<file path="src/rtl/mining_pkg.sv">
// Shared types for the nonce search block: nonce width and job FSM states.
package mining_pkg;

  localparam int NONCE_W = 32;

  typedef enum logic [1:0] {
    S_IDLE,
    S_RUN,
    S_DRAIN,
    S_DONE
  } state_e;

endpackage

</file>
<file path="src/rtl/inflight_counter.sv">
// Up/down count of hashes outstanding in the core; saturates at MAX_INFLIGHT
// and refuses to go below zero, flagging a decrement at zero as underflow_err.
module inflight_counter #(
  parameter  int MAX_INFLIGHT = 64,
  localparam int CNT_W        = $clog2(MAX_INFLIGHT + 1)
) (
  input  logic             clk,
  input  logic             reset_n,
  input  logic             inc,
  input  logic             dec,
  output logic [CNT_W-1:0] count,
  output logic             zero,
  output logic             full,
  output logic             underflow_err
);

  logic [CNT_W-1:0] count_q;
  logic [CNT_W-1:0] count_d;
  logic             inc_ok;
  logic             dec_ok;

  assign zero          = (count_q == '0);
  assign full          = (count_q == CNT_W'(MAX_INFLIGHT));
  assign underflow_err = dec & zero;
  assign inc_ok        = inc & ~full;
  assign dec_ok        = dec & ~zero;
  assign count         = count_q;

  always_comb begin
    count_d = count_q;
    if (inc_ok && !dec_ok) begin
      count_d = count_q + CNT_W'(1);
    end else if (dec_ok && !inc_ok) begin
      count_d = count_q - CNT_W'(1);
    end
  end

  always_ff @(posedge clk) begin
    if (!reset_n) begin
      count_q <= '0;
    end else begin
      count_q <= count_d;
    end
  end

endmodule

</file>
<file path="src/rtl/nonce_scheduler.sv">
// Issues nonces start..end in order to a pipelined hash core, stops on first hit,
// exhaustion or abort, drains outstanding hashes, then holds the result in DONE.
module nonce_scheduler #(
  parameter  int NONCE_W      = mining_pkg::NONCE_W,
  parameter  int MAX_INFLIGHT = 64,
  localparam int CNT_W        = $clog2(MAX_INFLIGHT + 1)
) (
  input  logic               clk,
  input  logic               reset_n,
  input  logic               start,
  input  logic               abort,
  input  logic [NONCE_W-1:0] range_start,
  input  logic [NONCE_W-1:0] range_end,
  output logic               issue_valid,
  input  logic               issue_ready,
  output logic [NONCE_W-1:0] issue_nonce,
  input  logic               result_valid,
  input  logic               result_hit,
  input  logic [NONCE_W-1:0] result_nonce,
  output logic               busy,
  output logic               done,
  output logic               found,
  output logic [NONCE_W-1:0] found_nonce,
  output logic               aborted,
  output logic               proto_err
);
  import mining_pkg::*;

  state_e             state_q;
  logic [NONCE_W-1:0] cur_q;
  logic [NONCE_W-1:0] end_q;
  logic [NONCE_W-1:0] found_nonce_q;
  logic               found_q;
  logic               aborted_q;
  logic               proto_err_q;

  logic [CNT_W-1:0]   count;
  logic               cnt_zero;
  logic               cnt_full;
  logic               underflow_err;
  logic               fire;
  logic               hit;
  logic               at_end;
  logic               drain_empty;

  inflight_counter #(
    .MAX_INFLIGHT(MAX_INFLIGHT)
  ) u_inflight (
    .clk          (clk),
    .reset_n      (reset_n),
    .inc          (fire),
    .dec          (result_valid),
    .count        (count),
    .zero         (cnt_zero),
    .full         (cnt_full),
    .underflow_err(underflow_err)
  );

  // abort gates issue combinationally so a same-cycle fire can never happen
  assign issue_valid = (state_q == S_RUN) & ~cnt_full & ~abort;
  assign issue_nonce = cur_q;
  assign fire        = issue_valid & issue_ready;
  assign hit         = result_valid & result_hit;
  assign at_end      = (cur_q == end_q);
  assign drain_empty = cnt_zero | ((count == CNT_W'(1)) & result_valid);

  assign busy        = (state_q == S_RUN) | (state_q == S_DRAIN);
  assign done        = (state_q == S_DONE);
  assign found       = found_q;
  assign found_nonce = found_nonce_q;
  assign aborted     = aborted_q;
  assign proto_err   = proto_err_q;

  always_ff @(posedge clk) begin
    if (!reset_n) begin
      state_q       <= S_IDLE;
      cur_q         <= '0;
      end_q         <= '0;
      found_q       <= 1'b0;
      found_nonce_q <= '0;
      aborted_q     <= 1'b0;
      proto_err_q   <= 1'b0;
    end else begin
      proto_err_q <= proto_err_q | underflow_err;
      case (state_q)
        S_IDLE, S_DONE: begin
          if (start) begin
            cur_q         <= range_start;
            end_q         <= range_end;
            found_q       <= 1'b0;
            found_nonce_q <= '0;
            aborted_q     <= 1'b0;
            state_q       <= (range_start > range_end) ? S_DONE : S_RUN;
          end
        end
        S_RUN: begin
          // cur holds at the last nonce so an all-ones end never wraps
          if (fire && !at_end) begin
            cur_q <= cur_q + NONCE_W'(1);
          end
          if (hit) begin
            found_q       <= 1'b1;
            found_nonce_q <= result_nonce;
          end
          if (abort) begin
            aborted_q <= 1'b1;
          end
          if (abort || hit || (fire && at_end)) begin
            state_q <= S_DRAIN;
          end
        end
        S_DRAIN: begin
          if (hit && !found_q) begin
            found_q       <= 1'b1;
            found_nonce_q <= result_nonce;
          end
          if (abort) begin
            aborted_q <= 1'b1;
          end
          if (drain_empty) begin
            state_q <= S_DONE;
          end
        end
        default: state_q <= S_IDLE;
      endcase
    end
  end

endmodule
</file>
<file path="config.mk">
export PLATFORM = sky130hd
export DESIGN_NAME = nonce_scheduler
export DESIGN_NICKNAME = d
export VERILOG_FILES = /design/src/rtl/mining_pkg.sv /design/src/rtl/inflight_counter.sv /design/src/rtl/nonce_scheduler.sv
export SDC_FILE = /design/constraint.sdc
export NUM_CORES = 1
export LEC_CHECK = 0
export CORE_ASPECT_RATIO = 1.1
export CORE_MARGIN = 3
export CORE_UTILIZATION = 49
export DETAILED_ROUTE_END_ITERATION = 16
export PLACE_DENSITY = 0.85
export SETUP_SLACK_MARGIN = 0.3
export SLEW_MARGIN = 20
export SYNTH_ARGS = -nofsm -noshare
export SYNTH_HDL_FRONTEND = slang
export SYNTH_HIERARCHICAL = 1
export SYNTH_SLANG_ARGS = --single-unit
</file>
<file path="constraint.sdc">
create_clock -name clk -period 3.05 [get_ports clk]
set_input_delay 0.61 -clock clk [delete_from_list [all_inputs] [get_ports clk]]
set_output_delay 0.61 -clock clk [all_outputs]
set_load 0.05 [all_outputs]
</file>
Word-level counts from Yosys, hierarchy flattened:

Index checks and enable logic that the tools add are counted.

* $add $sub $neg: 3
* $lt $le $gt $ge: 1
* equal/unequal tests: 13
* muxes and demuxes: 20
* bitwise gates (word level): 14
* reductions and logical operators: 22

Operator list (count)
* 2-to-1 mux 32 bit: 5
* case mux 32 bit (3 select lines): 1
* case mux 32 bit (2 select lines): 1
* adder 32 x 1 -> 32 bit (second input constant): 1
* equality test 32 bit: 1
* greater-than comparator 32 bit: 1
* 2-to-1 mux 7 bit: 2
* AND reduction 3 bit: 3
* bitwise AND 1 bit: 8
* 2-to-1 mux 2 bit: 4
* inequality test 2 x 1 -> 1 bit (second input constant): 4
* adder 7 x 1 -> 7 bit (second input constant): 1
* equality test 7 x 1 -> 1 bit (second input constant): 1
* equality test 7 bit (second input constant): 1
* zero test 7 bit: 1
* subtractor 7 x 1 -> 7 bit (second input constant): 1
* inequality test 2 bit (second input constant): 3
* case mux 2 bit (3 select lines): 1
* logical AND 1 bit: 5
* equality test 2 bit (second input constant): 2
* zero test 1 bit: 4
* 2-to-1 mux 1 bit: 4
* AND reduction 2 bit: 2
* nonzero test 2 bit: 2
* other kinds (8): 14

* flip-flop bits (word level): 108
* output and inout port bits: 70
* logic and storage cells: 81

Logic depth before layout (Yosys ltp):

* word-level depth: 10
* gate-level depth with buffers: 15

By module:

The synthesis kept the hierarchy.

By module, submodules not included
* nonce_scheduler: times used 1, cells each 702, area an instance 5495.3 sq um
* inflight_counter: times used 1, cells each 67, area an instance 584.3 sq um

Worst setup path before layout:

Ideal clock, no wire load.

* path type: input -> register
* from: input abort
* to: register u_inflight.count_q[6] (netlist: u_inflight/count[6])
* setup time: 0.088 ns
* data arrival time: 3.279 ns
* path slack: -0.317 ns
* stages on the path: 12
* cell sequence: nand2b_1 > nor2_1 > nand2_1 > inv_1 > nor2b_1 > ha_1 > inv_1 > fa_1 > a211oi_2 > o31ai_1 > nor3b_2 > nor4_2

* word-level cells in the longest chain between the ends: 7

Ends and longest elaborated chain
* from (decl): line nonce_scheduler.sv:11 `input logic abort,`
* NOT 1 bit (*): line nonce_scheduler.sv:60 `assign issue_valid = (state_q == S_RUN) & ~cnt_full & ~abort;`
* bitwise AND 1 bit (*): line nonce_scheduler.sv:60
* named net issue_valid: line nonce_scheduler.sv:14 `output logic issue_valid,`
* bitwise AND 1 bit (*): line nonce_scheduler.sv:62 `assign fire = issue_valid & issue_ready;`
* named net fire: line nonce_scheduler.sv:41 `logic fire;`
* bitwise AND 1 bit (*): line inflight_counter.sv:25 `assign inc_ok = inc & ~full;`
* zero test 1 bit: line inflight_counter.sv:33 `end else if (dec_ok && !inc_ok) begin`
* logical AND 1 bit: line inflight_counter.sv:33
* nonzero test 2 bit (no source line)
* to (signal assigned): line inflight_counter.sv:42 `count_q <= count_d;`
* to (decl): line inflight_counter.sv:17 `logic [CNT_W-1:0] count_q;`

The timed path passes the listed nets; every way through them passes the cells marked *.
A chain may end at the register's enable or synchronous reset.

Worst setup path after layout:

* from: register u_inflight.count_q[0] (netlist: u_inflight/count[0])
* to: register u_inflight.count_q[5] (netlist: u_inflight/count[5])

* word-level cells in the longest chain between the ends: 9

Ends and longest elaborated chain
* equality test 7 bit (*): line inflight_counter.sv:23 `assign full = (count_q == CNT_W'(MAX_INFLIGHT));`
* named net cnt_full: line nonce_scheduler.sv:39 `logic cnt_full;`
* NOT 1 bit (*): line nonce_scheduler.sv:60
* bitwise AND 1 bit (*) (2 in a row): line nonce_scheduler.sv:60
* bitwise AND 1 bit (*): line nonce_scheduler.sv:62
* named net fire: line nonce_scheduler.sv:41
* bitwise AND 1 bit (*): line inflight_counter.sv:25
* zero test 1 bit: line inflight_counter.sv:33
* logical AND 1 bit: line inflight_counter.sv:33
* nonzero test 2 bit (no source line)

The timed path passes the listed nets; every way through them passes the cells marked *. The select of a mux whose other input is x is not followed.

==> summary.md <==
| Metric | Value |
|---|---|
| Worst hold stages | 2 |
| Wirelength, routed | 19.7 mm |
| Sequential-to-total area share from yosys stat | 0.356 |
| Status | completed |
| Layout Utilization | 0.699 |
| Post-Syn Instances | 769 |
| Clock buffer depth | 2 |
| HP Start | end_q[30] |
| Initial antenna violation count | 0 |
| Initial Util | 0.503 |
| CTS Hold Bufs | 0 |
| First-pass GRT wire length | 30.5 mm |
| CP delay by family, top | simple AND/OR/NAND/NOR gates |
| PD cells | 999 nW/um^2 |
| Worst-skew pair later-pin latency | 360 ps |
| Setup violators final | 0 |
| CORE AREA | 12,100 um^2 |
| CP Launch Type | register |
| Max_cap viols | 0 |
| First-pass DRT Iterations | 7 |
| Min-delay worst type | register to register |
| WS Path Type | register to register |
| Top_reg_cell synth | dfxtp_1 |
| Reg2reg path depth | 13 |
| Critical R2R Capture | u_inflight/count[5] |
| Wirelength per Cell | 18.0 um |
| Remaining antenna violation count after routing | 0 |
| Post-synth EDFFs | 0 |
| Worst-path clk slew | 80 ps |
| Syn_area_per_cell | 7.91 um^2 |
| Detailed Place HPWL | 14.4 mm |
| Clock root buffer | clkbuf_16 |
| I/O Buffers | 172 |
| Top cell type's share of synthesized area | 0.356 |
| Clock buffer count from CTS | 9 |
| Post-synth ARST share | 0 |
| Clock skew | 6.90 ps |
| Area of the mapped netlist | 6080 um^2 |
| # DRC | 0 |
| Cell taking the most area after synthesis | dfxtp_1 |
| FP Rows | 42 |
| Fin crit share | 0.865 |
| GPL Wtd Cong | 0.932 |
| Total track usage | 0.277 |
| Nets | 1,085 |
| Slowest stage cell, crit path | dfxtp_4 |
| RSZ-0062 raised after global routing | no |
| Critical path arrival | 2890 ps |
| Reg2Reg Setup Slack | 410 ps |
| Req. time, crit path | 3300 ps |
| Slew @ Worst Pin | 629 ps |
| Largest cells by area after synthesis | dfxtp_1 (36%), ha_1 (8.8%), nand2_1 (7.2%) |
| Worst-path maximum fanout | 8 |
| Die W | 112 um |
| Hold Path Sink | end_q[30] |
| Ports | 173 |
| WHS | 470 ps |
| #FFs+latches synth | 108 |
| VDD IR max | 0.601 mV |
| Crit-path cells | nor4_4, and3_2, nor2_4, nand2_2, inv_2, nor2b_4, ha_4, inv_4, ha_1, a211oi_2, o31ai_2, xnor2_1, a21oi_1 |
| Proportion of layout cells with a drive suffix above 1 | 0.0891 |
| Iter 0 DRT Violations | 656 |
| Slowest stage delay, CP | 370 ps |
| Layout area overhead | 39.1% |
| Kind of end point of the critical path | register |
| Htree depth | 3 |
| Fin crit period | 2640 ps |
| Routed vias/inst | 5.90 |
| Critical path depth in cells | 13 |
| Largest net degree at the start of global routing | 78 |
| Net count after synthesis | 916 |
| Max-slew violation count | 0 |
| Fmax | 379 MHz |
| # diodes | 0 |
| P_leak | 3.40 nW |
| Vias | 6,471 |
| Die ar. | 13,800 um^2 |
| CP Buf/Inv Count | 2 |
| TritonCTS clock tree | done |
| Total gr overflow | 0 |
| Die Span Y | 123 um |
| Yosys cell types | 62 |
| Vias in the first global route | 6,082 |
| Clk sinks | 108 |
| Hold Vio Cnt, Final | 0 |
| Synthesis Warnings | 6 |
| Max-slew headroom | 0.581 |
| Reg2Reg Launch Point | u_inflight/count[0] |
-- registers in the layout (all words and copies together), names as in the netlist --
signal	flops
found	1
proto_err	1
end_q	32
issue_nonce	32
state_q	2
aborted	1
found_nonce	32
u_inflight/count	7
-- layout by cell type, fill, tap and decap left out, types with 3 or more instances in the layout --
cell,instances
o22ai_1,6
o31a_1,3
and2_1,7
inv_1,41
or2_2,4
o311ai_0,3
nor4_1,16
a211oi_1,9
a22oi_1,35
a31oi_1,7
mux2i_1,3
o21ai_1,5
nand4_1,14
nand2_1,116
ha_1,40
clkdlybuf4s50_1,169
nor2b_1,4
clkbuf_16,9
o211ai_1,15
o21ai_0,31
xnor2_1,3
nand3_1,12
or3_1,3
buf_4,25
a21oi_1,69
dfxtp_4,4
dfxtp_1,103
nor3_1,17
and3_1,5
nor2_1,64
xor2_1,33
-- per-stage QoR --
step           worst slack (ps)  std cells  instance area, um^2  total power [W]  TNS, ps
3_3_place_gp               58.0       1075                 8030          0.00693        0
3_5_place_dp              -60.3       1075                 8030          0.00702    -61.1
4_1_cts                     284       1091                 8340          0.00825        0
5_1_grt                     267       1097                 8450          0.00890        0
6_report                    413       1097                 8450          0.00845        0
2_1_floorplan               323        769                 6120          0.00549        0
-- synth_stat cells, types with 9 or more instances --
cell / number
a21oi_1: 69
o211ai_1: 15
clkbuf_1: 32
dfxtp_1: 108
nor2_1: 67
o21ai_0: 31
a22oi_1: 35
nor3_1: 17
ha_1: 43
xor2_1: 33
nand3_1: 12
nand4_1: 14
nand2_1: 117
a211oi_1: 9
inv_1: 43
nor4_1: 17
-- tightest hold or removal path, stage by stage, from the launching register on --
cell and delay (ps):
dfxtp_1 320, nand2_1 50, a21oi_1 50
-- cell type report --
cell class                      count  area, um^2
Fill cell                         970        3630
Sequential cell                   108        2180
Inverter                           45         171
Timing Repair Buffer              199        1950
Tap cell                          154         193
Multi-Input combinational cell    575        3660
Clock buffer                        9         225
Clock inverter                      7        76.3
-- kinds of logic (layout without fill, tap and decap cells) --
group,Yosys count,after routing,share of synthesized area
buffers and inverters,86,260,0.0576
muxes,3,3,0.00494
adders and majority gates,44,44,0.0918
DFF,108,108,0.356
AOI/OAI and AO/OA,209,209,0.221
and+or+nand+nor,283,283,0.218
xor gates and xnor gates,36,36,0.0519
-- routing by layer --
metal  GRT usage  vias up  wire [um]
li1            -     3084          -
met1       0.352     3028       8010
met2       0.461      289       9600
met3      0.0468       70       1370
met4       0.127        0        734
met5           0        -          0
-- what timing repair did --
action | in CTS | in global routing
gates resized for setup | 2 | 23
buffers inserted | 0 | 6
pin swaps | 0 | 5
hold endpoints to repair | 0 | 0
endpoints found under the setup margin | 3 | 9
-- how the worst max path moves through the flow --
| stage | start | slack, ps | to |
|---|---|---|---|
| 2_1_floorplan | abort | 320 | u_inflight/count[6] |
| 3_3_place_gp | abort | 60 | u_inflight/count[6] |
| 3_5_place_dp | abort | -60 | u_inflight/count[6] |
| 4_1_cts | u_inflight/count[0] | 280 | u_inflight/count[5] |
| 5_1_grt | state_q[1] | 270 | u_inflight/count[6] |
| 6_report | u_inflight/count[0] | 410 | u_inflight/count[5] |
-- power by group --
group / total [W] / internal [W] / switching, W
clock: 0.00121 / 0.000642 / 0.000571
combinational: 0.00483 / 0.00177 / 0.00306
sequential: 0.00240 / 0.00189 / 0.000514
total: 0.00845 / 0.00430 / 0.00414
Power figures use the tool's default switching activity.
